==> src/rtl/serial_sub_pkg.sv <==
// +----------------------------------------------------------------------+
// | serial_sub_pkg: shared state encoding and counter sizing helper      |
// | Revision: 1.0                                                        |
// +----------------------------------------------------------------------+
`default_nettype none

package serial_sub_pkg;

   typedef enum logic [1:0] {
      IDLE = 2'd0,
      RUN  = 2'd1,
      DONE = 2'd2
   } state_t;

   // Bit counter width; a 1-bit operand still needs a 1-bit counter.
   function automatic int cnt_width(input int w);
      return (w <= 2) ? 1 : $clog2(w);
   endfunction

endpackage

`default_nettype wire

==> src/rtl/fs_cell.sv <==
// +----------------------------------------------------------------------+
// | fs_cell: combinational single-bit full subtractor (x - y - bi)       |
// | Revision: 1.0                                                        |
// +----------------------------------------------------------------------+
`default_nettype none

module fs_cell (
   input  logic x,
   input  logic y,
   input  logic bi,
   output logic d,
   output logic bo
);

   assign d  = x ^ y ^ bi;
   assign bo = (~x & y) | (~x & bi) | (y & bi);

endmodule

`default_nettype wire

==> src/rtl/serial_subtractor.sv <==
// +----------------------------------------------------------------------+
// | serial_subtractor: bit-serial a - b - bin, LSB first, valid/ready.   |
// | SERIAL_SUB_OVF_EN adds the signed-overflow output ovf.  Rev: 1.0     |
// +----------------------------------------------------------------------+
`default_nettype none

module serial_subtractor
   import serial_sub_pkg::*;
#(
   parameter int WIDTH = 8
) (
   input  logic             clk,
   input  logic             rst_n,
   input  logic             in_valid,
   output logic             in_ready,
   input  logic [WIDTH-1:0] a,
   input  logic [WIDTH-1:0] b,
   input  logic             bin,
   output logic             out_valid,
   input  logic             out_ready,
   output logic [WIDTH-1:0] diff,
   output logic             borrow_out
`ifdef SERIAL_SUB_OVF_EN
   ,
   output logic             ovf
`endif
);

   localparam int             CW   = cnt_width(WIDTH);
   localparam logic [CW-1:0]  LAST = CW'(WIDTH - 1);

   state_t           state_q, state_d;
   logic [CW-1:0]    cnt_q, cnt_d;
   logic [WIDTH-1:0] sa_q, sa_d;
   logic [WIDTH-1:0] sb_q, sb_d;
   logic [WIDTH-1:0] res_q, res_d;
   logic             brw_q, brw_d;
   logic             bo_q, bo_d;
   logic             in_ready_q, in_ready_d;
   logic             out_valid_q, out_valid_d;
   logic             cell_d, cell_bo;
`ifdef SERIAL_SUB_OVF_EN
   logic             sa_sign_q, sa_sign_d;
   logic             sb_sign_q, sb_sign_d;
   logic             ovf_q, ovf_d;
`endif

   fs_cell u_cell (
      .x  (sa_q[0]),
      .y  (sb_q[0]),
      .bi (brw_q),
      .d  (cell_d),
      .bo (cell_bo)
   );

   always_comb begin
      state_d     = state_q;
      cnt_d       = cnt_q;
      sa_d        = sa_q;
      sb_d        = sb_q;
      res_d       = res_q;
      brw_d       = brw_q;
      bo_d        = bo_q;
      in_ready_d  = in_ready_q;
      out_valid_d = out_valid_q;
`ifdef SERIAL_SUB_OVF_EN
      sa_sign_d   = sa_sign_q;
      sb_sign_d   = sb_sign_q;
      ovf_d       = ovf_q;
`endif
      case (state_q)
         IDLE: begin
            if (in_valid) begin
               sa_d       = a;
               sb_d       = b;
               brw_d      = bin;
               cnt_d      = '0;
               in_ready_d = 1'b0;
               state_d    = RUN;
`ifdef SERIAL_SUB_OVF_EN
               sa_sign_d  = a[WIDTH-1];
               sb_sign_d  = b[WIDTH-1];
`endif
            end
         end
         RUN: begin
            // New bit enters at the MSB so the first bit ends up at bit 0.
            res_d = (res_q >> 1) | (WIDTH'(cell_d) << (WIDTH - 1));
            sa_d  = sa_q >> 1;
            sb_d  = sb_q >> 1;
            brw_d = cell_bo;
            cnt_d = cnt_q + 1'b1;
            if (cnt_q == LAST) begin
               cnt_d       = '0;
               bo_d        = cell_bo;
               out_valid_d = 1'b1;
               state_d     = DONE;
`ifdef SERIAL_SUB_OVF_EN
               ovf_d       = (sa_sign_q != sb_sign_q) && (cell_d != sa_sign_q);
`endif
            end
         end
         DONE: begin
            if (out_ready) begin
               out_valid_d = 1'b0;
               in_ready_d  = 1'b1;
               state_d     = IDLE;
            end
         end
         default: begin
            out_valid_d = 1'b0;
            in_ready_d  = 1'b1;
            state_d     = IDLE;
         end
      endcase
   end

   always_ff @(posedge clk) begin
      if (!rst_n) begin
         state_q     <= IDLE;
         cnt_q       <= '0;
         sa_q        <= '0;
         sb_q        <= '0;
         res_q       <= '0;
         brw_q       <= 1'b0;
         bo_q        <= 1'b0;
         in_ready_q  <= 1'b1;
         out_valid_q <= 1'b0;
`ifdef SERIAL_SUB_OVF_EN
         sa_sign_q   <= 1'b0;
         sb_sign_q   <= 1'b0;
         ovf_q       <= 1'b0;
`endif
      end else begin
         state_q     <= state_d;
         cnt_q       <= cnt_d;
         sa_q        <= sa_d;
         sb_q        <= sb_d;
         res_q       <= res_d;
         brw_q       <= brw_d;
         bo_q        <= bo_d;
         in_ready_q  <= in_ready_d;
         out_valid_q <= out_valid_d;
`ifdef SERIAL_SUB_OVF_EN
         sa_sign_q   <= sa_sign_d;
         sb_sign_q   <= sb_sign_d;
         ovf_q       <= ovf_d;
`endif
      end
   end

   assign in_ready   = in_ready_q;
   assign out_valid  = out_valid_q;
   assign diff       = res_q;
   assign borrow_out = bo_q;
`ifdef SERIAL_SUB_OVF_EN
   assign ovf        = ovf_q;
`endif

endmodule

`default_nettype wire

==> config.mk <==
export PLATFORM = sky130hd
export DESIGN_NAME = serial_subtractor
export DESIGN_NICKNAME = d
export VERILOG_FILES = /design/src/rtl/serial_sub_pkg.sv /design/src/rtl/fs_cell.sv /design/src/rtl/serial_subtractor.sv
export SDC_FILE = /design/constraint.sdc
export NUM_CORES = 1
export LEC_CHECK = 0
export CELL_PAD_IN_SITES_DETAIL_PLACEMENT = 0
export CELL_PAD_IN_SITES_GLOBAL_PLACEMENT = 1
export CORE_UTILIZATION = 40
export DETAILED_ROUTE_END_ITERATION = 7
export DONT_BUFFER_PORTS = 1
export PLACE_DENSITY = 0.73
export SLEW_MARGIN = 30
export SYNTH_ARGS = -nofsm -noshare
export SYNTH_HDL_FRONTEND = slang
export SYNTH_HIERARCHICAL = 1
export SYNTH_SLANG_ARGS = --single-unit
==> constraint.sdc <==
create_clock -name clk -period 1.6 [get_ports clk]
set_input_delay 0.32 -clock clk [delete_from_list [all_inputs] [get_ports clk]]
set_output_delay 0.32 -clock clk [all_outputs]
set_load 0.03 [all_outputs]
==> results of run 1 <==
per-stage QoR:
step	std cells	area, um2	utilization
floorplan	151	1441	-
global placement	187	1426	0.4208
detailed placement	187	1426	0.4208
CTS	195	1511	0.4459
global route	195	1511	0.4459
finish	195	1511	0.4459
final cells by class:
cell class	instances	area share
multi-input cells	103	0.4454
flip-flops and latches	33	0.4371
well taps	46	0.03808
clock buffers	7	0.03642
clock inverters	1	0.01987
repair buffers	1	0.01325
inverters	4	0.009934
cells in the final DEF, fill, tap and decap left out, drive strengths merged:
| cell type | instances |
|---|---|
| clkbuf | 7 |
| o221ai | 15 |
| nand3 | 1 |
| o21bai | 1 |
| nor2 | 32 |
| fa | 1 |
| mux2i | 1 |
| nand3b | 1 |
| ha | 2 |
| a22oi | 5 |
| nand2b | 1 |
| o21a | 1 |
| a21boi | 10 |
| buf | 1 |
| nor3b | 2 |
| nand2 | 19 |
| o21ba | 1 |
| and2b | 1 |
| and2 | 1 |
| o21ai | 2 |
| nor2b | 5 |
| dfxtp | 33 |
| bufinv | 1 |
| or3b | 1 |
| inv | 4 |
worst min-delay path by stage:
stage | to | slack [ps] | depth (start not counted)
finish | in_ready$_SDFFE_PN1P_ | 50 | 1
global route | in_ready$_SDFFE_PN1P_ | 40 | 1
CTS | in_ready$_SDFFE_PN1P_ | 30 | 1
detailed placement | in_ready$_SDFFE_PN1P_ | 400 | 1
global placement | in_ready$_SDFFE_PN1P_ | 390 | 1
floorplan | sa_q[0]$_SDFFE_PN0P_ | 440 | 2
state kept, by name, indices dropped and copies added, names as in the netlist:
signal	count
out_valid	1
sb_q	8
sa_q	8
diff	8
borrow_out	1
state_q	2
brw_q	1
in_ready	1
cnt_q	3
worst reg2reg max path: stages (launching register included):
cell      delay (ps)
dfxtp_1          410
or3b_4           530
o221ai_1         230
nor2_1            70
power by group through the flow:
stage / Sequential, mW / Clock [mW] / Combinational, mW
CTS: 0.915 / 0.667 / 0.159
global route: 0.922 / 0.709 / 0.178
detailed placement: 0.935 / 0 / 0.158
global placement: 0.932 / 0 / 0.155
finish: 0.914 / 0.647 / 0.156
floorplan: 0.923 / 0 / 0.161
routing by layer:
layer  wire [um]  vias to the layer above  global-route usage
met4          56                        0             0.07619
met5           0                        -                   0
met1        1147                      487              0.1826
met2        1274                       22              0.2371
met3         177                        5             0.09524
li1            -                      512                   -
kinds of logic after synthesis:
group / Yosys count / share of synthesized area
buffers and inverters: 15 / 0.07464
muxes: 1 / 0.006945
and+or+nand+nor: 64 / 0.1962
DFF: 33 / 0.4583
adders and majority gates: 3 / 0.03125
AOI/OAI and AO/OA: 35 / 0.2326
==> results by group, run 1 <==
Run status
  – Status: complete, no violations

Finish
  – Area grow syn2layout: 4.861%
  – Ant diodes: 0
  – Multi-input logic area: 673.1 um2
  – Layout cells sized above 1: 0.1342
  – Total area of sequential cells: 660.6 um2
  – Fillers: 334
  – Fin nets: 172

Power and ir drop
  – Internal Power: 1.317 mW
  – Seq pwr share: 0.532
  – Switching power: 0.4006 mW
  – Total Power: 1.718 mW
  – Logic pwr share: 0.091
  – Leak pwr: 0.5374 nW
  – Switching Share: 0.2332
  – VDD IR max: 0.0004599 V
  – Clock share of power: 0.377
  – PwrDens: 1136 mW/mm2

Placement
  – RePlAce Congestion: 0.6758
  – Pre-CTS WS: 280.1 ps
  – Buffers added on ports: 0
  – Detail Placement HPWL: 1.826 mm

Critical path
  – CP delay by family, top: simple AND/OR/NAND/NOR gates
  – Reg-to-Reg End: sa_q[5]$_SDFFE_PN0P_
  – R2r setup slk: 270 ps
  – Slowest Stage Delay on Critical Path: 530 ps
  – Worst Path Arrival: 1570 ps
  – Setup crit end kind: flop
  – R2R Path Start: state_q[0]$_SDFFE_PN0P_
  – Crit Path Max Fanout: 16
  – Stages on the worst setup path: 3
  – Required time worst endpoint: 1830 ps
  – Worst path cell trace: or3b_4, o221ai_1, nor2_1
  – FF-to-FF path depth: 3
  – Crit path from: state_q[0]$_SDFFE_PN0P_
  – CP max-delay cell: or3b_4
  – Crit path to: sa_q[5]$_SDFFE_PN0P_
  – CP Launch Type: flop
  – WP buf/inv: 0
  – Critical path type: reg -> reg

Detailed routing
  – Remaining DRCs: 0
  – WL final: 2.655 mm
  – Initial DRC Count: 63
  – Pre-Repair DR Iteration Count: 4
  – Final ANT Viol Nets: 0
  – Wirelength per Cell: 13.62 um
  – Vias per inst: 5.262
  – Via count: 1026

STA
  – Final worst path period share: 0.8335
  – Fin. Hold Viols: 0
  – # setup viols final: 0
  – Fin crit period: 1334 ps
  – Slew Limit Fails: 0
  – Max Freq: 749.9 MHz
  – RSZ-0062 raised after global routing: no
  – PnR worst setup slack: 266.5 ps
  – Hold WS: 53.93 ps
  – Max_slew headroom: 0.7479
  – Setup Skew: 8.703 ps
  – Setup TNS Final: 0 ps
  – Worst Tran Pin Value: 377.4 ps

Yosys
  – Mapped cell area: 0.001441 mm2
  – Ys flop type: dfxtp_1
  – Mapped Nets: 175
  – Area leader, netlist: dfxtp_1
  – Mean Syn Cell Area: 9.546 um2
  – Most frequent cell after synthesis: dfxtp_1
  – Synth top area share: 0.4583
  – Synth Warn #: 6
  – Largest cells by area after synthesis: dfxtp_1, o221ai_2, nor2_1, a21boi_0, nand2_1
  – Yosys reg bits: 33
  – Synth async-reset ratio: 0
  – Syn Inst Count: 151
  – Register area share after synthesis: 0.4583
  – Post-synth EDFFs: 0
  – Yosys cell types: 29
  – Commonest cells post-synth: dfxtp_1, nor2_1, nand2_1

Global routing
  – Vias in the first global route: 918
  – Initial antenna violation count: 0
  – GR Overflow Total: 0
  – First-pass GRT wire length: 4.222 mm
  – Pin count of the biggest net entering global routing: 34
  – All-layer global routing usage: 0.1598

Clocking
  – Reg clk slew, reported paths: 100 ps
  – CTS Buf Count: 5
  – CTS tree: done
  – H-tree lvl count: 2
  – Clock tree buffer depth: 2
  – Clock Sinks: 33
  – Root Buffer: clkbuf_4
  – Hold-fix buffers, CTS: 0
  – Clk_lat worst skew: 330 ps
  – Post-CTS Setup Inserts: 0
  – Post_cts resized: 0

Job
  – Max-cap violations: 0

Die
  – IO Pins: 32
  – Initial core utilization: 0.4252
  – Std-Cell Rows: 21
  – Die area: 0.003848 mm2
  – Die Ht: 62.03 um
  – Die width: 62.03 um
  – Core area: 0.003390 mm2

Hold path
  – HP Class: in -> reg
  – Hold path start: rst_n
No activity file was read; power rests on OpenSTA's default activity.
==> run 2, diff against run 1 <==
--- a/config.mk
+++ b/config.mk
@@ -5,12 +5,13 @@
 export SDC_FILE = /design/constraint.sdc
 export NUM_CORES = 1
 export LEC_CHECK = 0
+export ABC_AREA = 1
 export CELL_PAD_IN_SITES_DETAIL_PLACEMENT = 0
 export CELL_PAD_IN_SITES_GLOBAL_PLACEMENT = 1
 export CORE_UTILIZATION = 40
 export DETAILED_ROUTE_END_ITERATION = 7
 export DONT_BUFFER_PORTS = 1
-export PLACE_DENSITY = 0.73
+export PLACE_DENSITY = 0.78
 export SLEW_MARGIN = 30
 export SYNTH_ARGS = -nofsm -noshare
 export SYNTH_HDL_FRONTEND = slang
==> constraint.sdc (replaced) <==
create_clock -name clk -period 1.4 [get_ports clk]
set_input_delay 0.28 -clock clk [delete_from_list [all_inputs] [get_ports clk]]
set_output_delay 0.28 -clock clk [all_outputs]
set_load 0.03 [all_outputs]
==> results by group, run 2 <==
Finish
  – Fin nets: 266
  – Commonest non-fill, non-tap cell in the layout: nand2_1
  – Leading cell types in the layout, fill and taps excluded: nand2_1, inv_1, nor2_1, dfxtp_1, a21oi_1
  – Area grow syn2layout: 9.163%
  – Ant diodes: 0
  – Fillers: 428
  – Layout cells sized above 1: 0.05761
  – Finished Core Util: 0.4613
  – Total area of sequential cells: 660.6 um2
  – Multi-input logic area: 675.6 um2

Critical path
  – Crit Path Max Fanout: 3
  – R2R Path Start: cnt_q[0]$_SDFFE_PN0P_
  – CP Launch Type: flop
  – Reg-to-Reg End: borrow_out$_SDFFE_PN0P_
  – Critical path type: reg -> reg
  – FF-to-FF path depth: 7
  – R2r setup slk: 190 ps
  – Required time worst endpoint: 1580 ps
  – Worst Path Arrival: 1390 ps
  – Setup crit end kind: flop

Placement
  – Detail Placement HPWL: 1.956 mm
  – Buffers added on ports: 0
  – RePlAce Congestion: 0.7295

Yosys
  – Yosys cell types: 15
  – Synth top area share: 0.4207
  – Syn Inst Count: 241
  – Register area share after synthesis: 0.4207
  – Most frequent cell after synthesis: nand2_1
  – Synth async-reset ratio: 0
  – Area leader, netlist: dfxtp_1
  – Post-synth EDFFs: 0
  – Mapped cell area: 0.001570 mm2
  – Mapped Nets: 265
  – Commonest cells post-synth: nand2_1, inv_1, nor2_1
  – Ys flop type: dfxtp_1
  – Largest cells by area after synthesis: dfxtp_1, nand2_1, inv_1, nor2_1, a21oi_1
  – Mean Syn Cell Area: 6.516 um2
  – Synth Warn #: 6
  – Yosys reg bits: 33

Detailed routing
  – Initial DRC Count: 50
  – Pre-Repair DR Iteration Count: 3
  – Via count: 1296
  – Remaining DRCs: 0
  – Vias per inst: 4.454
  – Wirelength per Cell: 10.10 um
  – Final ANT Viol Nets: 0
  – WL final: 2.938 mm

Clocking
  – CTS Buf Count: 5
  – Clock tree buffer depth: 2
  – Post_cts resized: 0
  – H-tree lvl count: 2
  – Clk_lat worst skew: 280 ps
  – Post-CTS Setup Inserts: 0
  – Reg clk slew, reported paths: 70 ps
  – Root Buffer: clkbuf_8
  – CTS tree: done
  – Hold-fix buffers, CTS: 0
  – Clock Sinks: 33

Global routing
  – All-layer global routing usage: 0.1649
  – Vias in the first global route: 1158
  – Initial antenna violation count: 0
  – GR Overflow Total: 0
  – First-pass GRT wire length: 5.195 mm
  – Pin count of the biggest net entering global routing: 37

Die
  – IO Pins: 32
  – Core area: 0.003716 mm2
  – Die width: 64.66 um
  – Std-Cell Rows: 22
  – Die Ht: 64.66 um
  – Initial core utilization: 0.4226
  – Die area: 0.004180 mm2

STA
  – # setup viols final: 0
  – Final worst path period share: 0.8653
  – Fin crit period: 1211 ps
  – Setup TNS Final: 0 ps
  – Max_slew headroom: 0.7629
  – Max Freq: 825.5 MHz
  – RSZ-0062 raised after global routing: no
  – Fin. Hold Viols: 0
  – Worst Tran Pin Value: 355.2 ps
  – Slew Limit Fails: 0
  – Setup Skew: 7.271 ps

Power and ir drop
  – PwrDens: 1255 mW/mm2
  – VDD IR max: 0.0006480 V
  – Leak pwr: 0.8650 nW

Run status
  – Status: complete, no violations

Hold path
  – WHS Path Cells: 2
  – Hold EP: sb_q[0]$_SDFFE_PN0P_
  – HP Class: in -> reg
  – Hold path start: rst_n

Job
  – Max-cap violations: 0
[run 2: worst max-delay path by stage]
| stage | start | end | slack, ps |
|---|---|---|---|
| 2_1_floorplan | sa_q[0]$_SDFFE_PN0P_ | diff[7]$_SDFFE_PN0N_ | 230 |
| 3_3_place_gp | sa_q[0]$_SDFFE_PN0P_ | diff[7]$_SDFFE_PN0N_ | 220 |
| 3_5_place_dp | cnt_q[0]$_SDFFE_PN0P_ | borrow_out$_SDFFE_PN0P_ | 210 |
| 4_1_cts | cnt_q[0]$_SDFFE_PN0P_ | out_valid$_SDFFE_PN0P_ | 180 |
| 5_1_grt | cnt_q[0]$_SDFFE_PN0P_ | borrow_out$_SDFFE_PN0P_ | 70 |
| 6_report | cnt_q[0]$_SDFFE_PN0P_ | borrow_out$_SDFFE_PN0P_ | 190 |
[run 2: per-stage QoR]
step                      setup slack, ps  std cells  hold WS, ps  area, um2  power [mW]
after detailed placement            206.7        283        415.0       1613       1.387
after floorplan                     233.0        241        439.0       1570       1.344
after CTS                           178.6        291        105.4       1714       2.180
after global placement              216.7        283        410.9       1613       1.385
final                               188.6        291        121.5       1714       2.151
after global routing                70.95        291        104.7       1714       2.285
[run 2: cell families (layout without fill, tap and decap cells)]
| logic type | count (synthesis) | in the layout | synth area share |
|---|---|---|---|
| AO/OA/AOI/OAI | 31 | 31 | 0.1060 |
| adder cells (fa/ha/maj) | 3 | 3 | 0.02868 |
| buffers and inverters | 52 | 54 | 0.1490 |
| flip-flops | 33 | 33 | 0.4207 |
| AND/OR/NAND/NOR | 122 | 122 | 0.2956 |
[run 2: power by group]
| group | internal [mW] | switching [mW] | total (mW) |
|---|---|---|---|
| logic | 0.112 | 0.161 | 0.273 |
| clock network | 0.444 | 0.347 | 0.791 |
| registers | 1.01 | 0.0771 | 1.09 |
| total | 1.57 | 0.584 | 2.15 |
[run 2: metal layers]
layer | share of wire | GRT usage | vias to the layer above
met5 | 0 | 0 | -
met2 | 0.43 | 0.2553 | 26
met3 | 0.047 | 0.06690 | 4
met4 | 0.012 | 0.06667 | 0
met1 | 0.51 | 0.2017 | 554
li1 | - | - | 712
[run 2: worst max-delay path, stage by stage (launching register included)]
cell and delay (ps):
dfxtp_1 360, ha_1 160, ha_1 160, nand2_1 90
nor2_1 130, inv_1 90, nor2_1 80, nor2_1 50
[run 2: cell type report]
cell class                      instances  area share
Multi-Input combinational cell        156      0.3942
Sequential cell                        33      0.3854
Inverter                               41     0.08978
Clock buffer                            7     0.05620
Timing Repair Buffer                    5     0.03650
Tap cell                               48     0.03504
Clock inverter                          1    0.002920
==> run 3, diff against run 2 <==
--- a/config.mk
+++ b/config.mk
@@ -11,6 +11,7 @@
 export CORE_UTILIZATION = 40
 export DETAILED_ROUTE_END_ITERATION = 7
 export DONT_BUFFER_PORTS = 1
+export MAX_ROUTING_LAYER = met4
 export PLACE_DENSITY = 0.78
 export SLEW_MARGIN = 30
 export SYNTH_ARGS = -nofsm -noshare
==> results by group, run 3 (synthesis results as in run 2) <==
STA
  – Max_slew headroom: 0.7628
  – Setup Skew: 6.150 ps
  – Setup TNS Final: 0 ps
  – Max Freq: 825.6 MHz
  – Fin crit period: 1211 ps
  – RSZ-0062 raised after global routing: no
  – Worst Tran Pin Value: 355.3 ps
  – Fin. Hold Viols: 0
  – Slew Limit Fails: 0
  – Final worst path period share: 0.8652
  – # setup viols final: 0

Critical path
  – WP buf/inv: 1
  – Worst Path Arrival: 1390 ps
  – Critical path type: reg -> reg
  – Most frequent CP cell: nor2_1
  – Required time worst endpoint: 1580 ps
  – Slowest Stage Delay on Critical Path: 360 ps
  – Crit Path Max Fanout: 3
  – CP delay by family, top: flip-flops
  – Worst path cell trace: ha_1, ha_1, nand2_1, nor2_1, inv_1, nor2_1, nor2_1
  – CP max-delay cell: dfxtp_1
  – CP Launch Type: flop
  – Setup crit end kind: flop

Clocking
  – Clk_lat worst skew: 280 ps
  – Reg clk slew, reported paths: 70 ps
  – Hold-fix buffers, CTS: 0
  – CTS Buf Count: 5
  – Post-CTS Setup Inserts: 0
  – Clock tree buffer depth: 2
  – H-tree lvl count: 2
  – CTS tree: done
  – Root Buffer: clkbuf_8
  – Post_cts resized: 0
  – Clock Sinks: 33

Placement
  – Buffers added on ports: 0
  – Detail Placement HPWL: 1.956 mm
  – RePlAce Congestion: 0.7383
  – Area post-placement: 0.001613 mm2

Detailed routing
  – Via count: 1302
  – Vias per inst: 4.474
  – WL final: 2.933 mm
  – Final ANT Viol Nets: 0
  – Pre-Repair DR Iteration Count: 4
  – Initial DRC Count: 39
  – Wirelength per Cell: 10.08 um
  – Remaining DRCs: 0

Finish
  – Finished Core Util: 0.4613
  – Leading cell types in the layout, fill and taps excluded: nand2_1, inv_1, nor2_1, dfxtp_1, a21oi_1
  – Commonest non-fill, non-tap cell in the layout: nand2_1
  – Finished Cell Area: 0.001714 mm2
  – Fin nets: 266
  – Area grow syn2layout: 9.163%
  – Layout cells sized above 1: 0.05761
  – Ant diodes: 0

Die
  – Core area: 0.003716 mm2
  – Initial core utilization: 0.4226
  – Die area: 0.004180 mm2
  – Die width: 64.66 um
  – Std-Cell Rows: 22
  – IO Pins: 32
  – Die Ht: 64.66 um

Global routing
  – GR Overflow Total: 0
  – Pin count of the biggest net entering global routing: 37
  – Initial antenna violation count: 0
  – First-pass GRT wire length: 5.175 mm
  – All-layer global routing usage: 0.1694
  – Vias in the first global route: 1156

Hold path
  – HP Class: in -> reg

Power and ir drop
  – VDD IR max: 0.0006440 V
  – Total Power: 2.149 mW
  – Seq pwr share: 0.506
  – Switching Share: 0.2710
  – Clock share of power: 0.367
  – Internal Power: 1.566 mW
  – Leak pwr: 0.8650 nW
  – Switching power: 0.5823 mW
  – PwrDens: 1254 mW/mm2
  – Logic pwr share: 0.127

Job
  – Max-cap violations: 0

Run status
  – Status: complete, no violations
## run 3: area by class of cell
cell class                      count  area, um2
Fill cell                         428       2002
Multi-Input combinational cell    156      675.6
Tap cell                           48      60.06
Timing Repair Buffer                5      62.56
Sequential cell                    33      660.6
Clock buffer                        7      96.34
Inverter                           41      153.9
Clock inverter                      1      5.005
## run 3: through the flow
step / hold WS (ps) / instances / worst slack [ps]
after floorplan: 439.0 / 241 / 233.0
after global placement: 410.9 / 283 / 216.7
after detailed placement: 415.0 / 283 / 206.7
after CTS: 105.4 / 291 / 178.6
after global routing: 102.0 / 291 / 70.95
final: 123.3 / 291 / 188.8
## run 3: layer usage
| layer | global-route usage | wire (um) |
|---|---|---|
| met5 | - | 0 |
| met4 | 0.06667 | 37 |
| met3 | 0.07218 | 136 |
| met2 | 0.2539 | 1274 |
| met1 | 0.1996 | 1484 |
## run 3: final timing paths
| check | start | end | slack (ps) | cells after the start |
|---|---|---|---|---|
| min | rst_n | sb_q[0]$_SDFFE_PN0P_ | 120 | 2 |
| min reg2reg | cnt_q[1]$_SDFFE_PN0P_ | cnt_q[1]$_SDFFE_PN0P_ | 470 | 2 |
| max reg2reg | cnt_q[0]$_SDFFE_PN0P_ | borrow_out$_SDFFE_PN0P_ | 190 | 7 |
| max | cnt_q[0]$_SDFFE_PN0P_ | borrow_out$_SDFFE_PN0P_ | 190 | 7 |
## run 3: power by group through the flow
stage               sequential, mW  clock, mW  combinational (mW)
global route                  1.10      0.860               0.329
floorplan                     1.10          0               0.246
finish                        1.09      0.789               0.273
CTS                           1.09      0.813               0.278
global placement              1.11          0               0.277
detailed placement            1.11          0               0.278
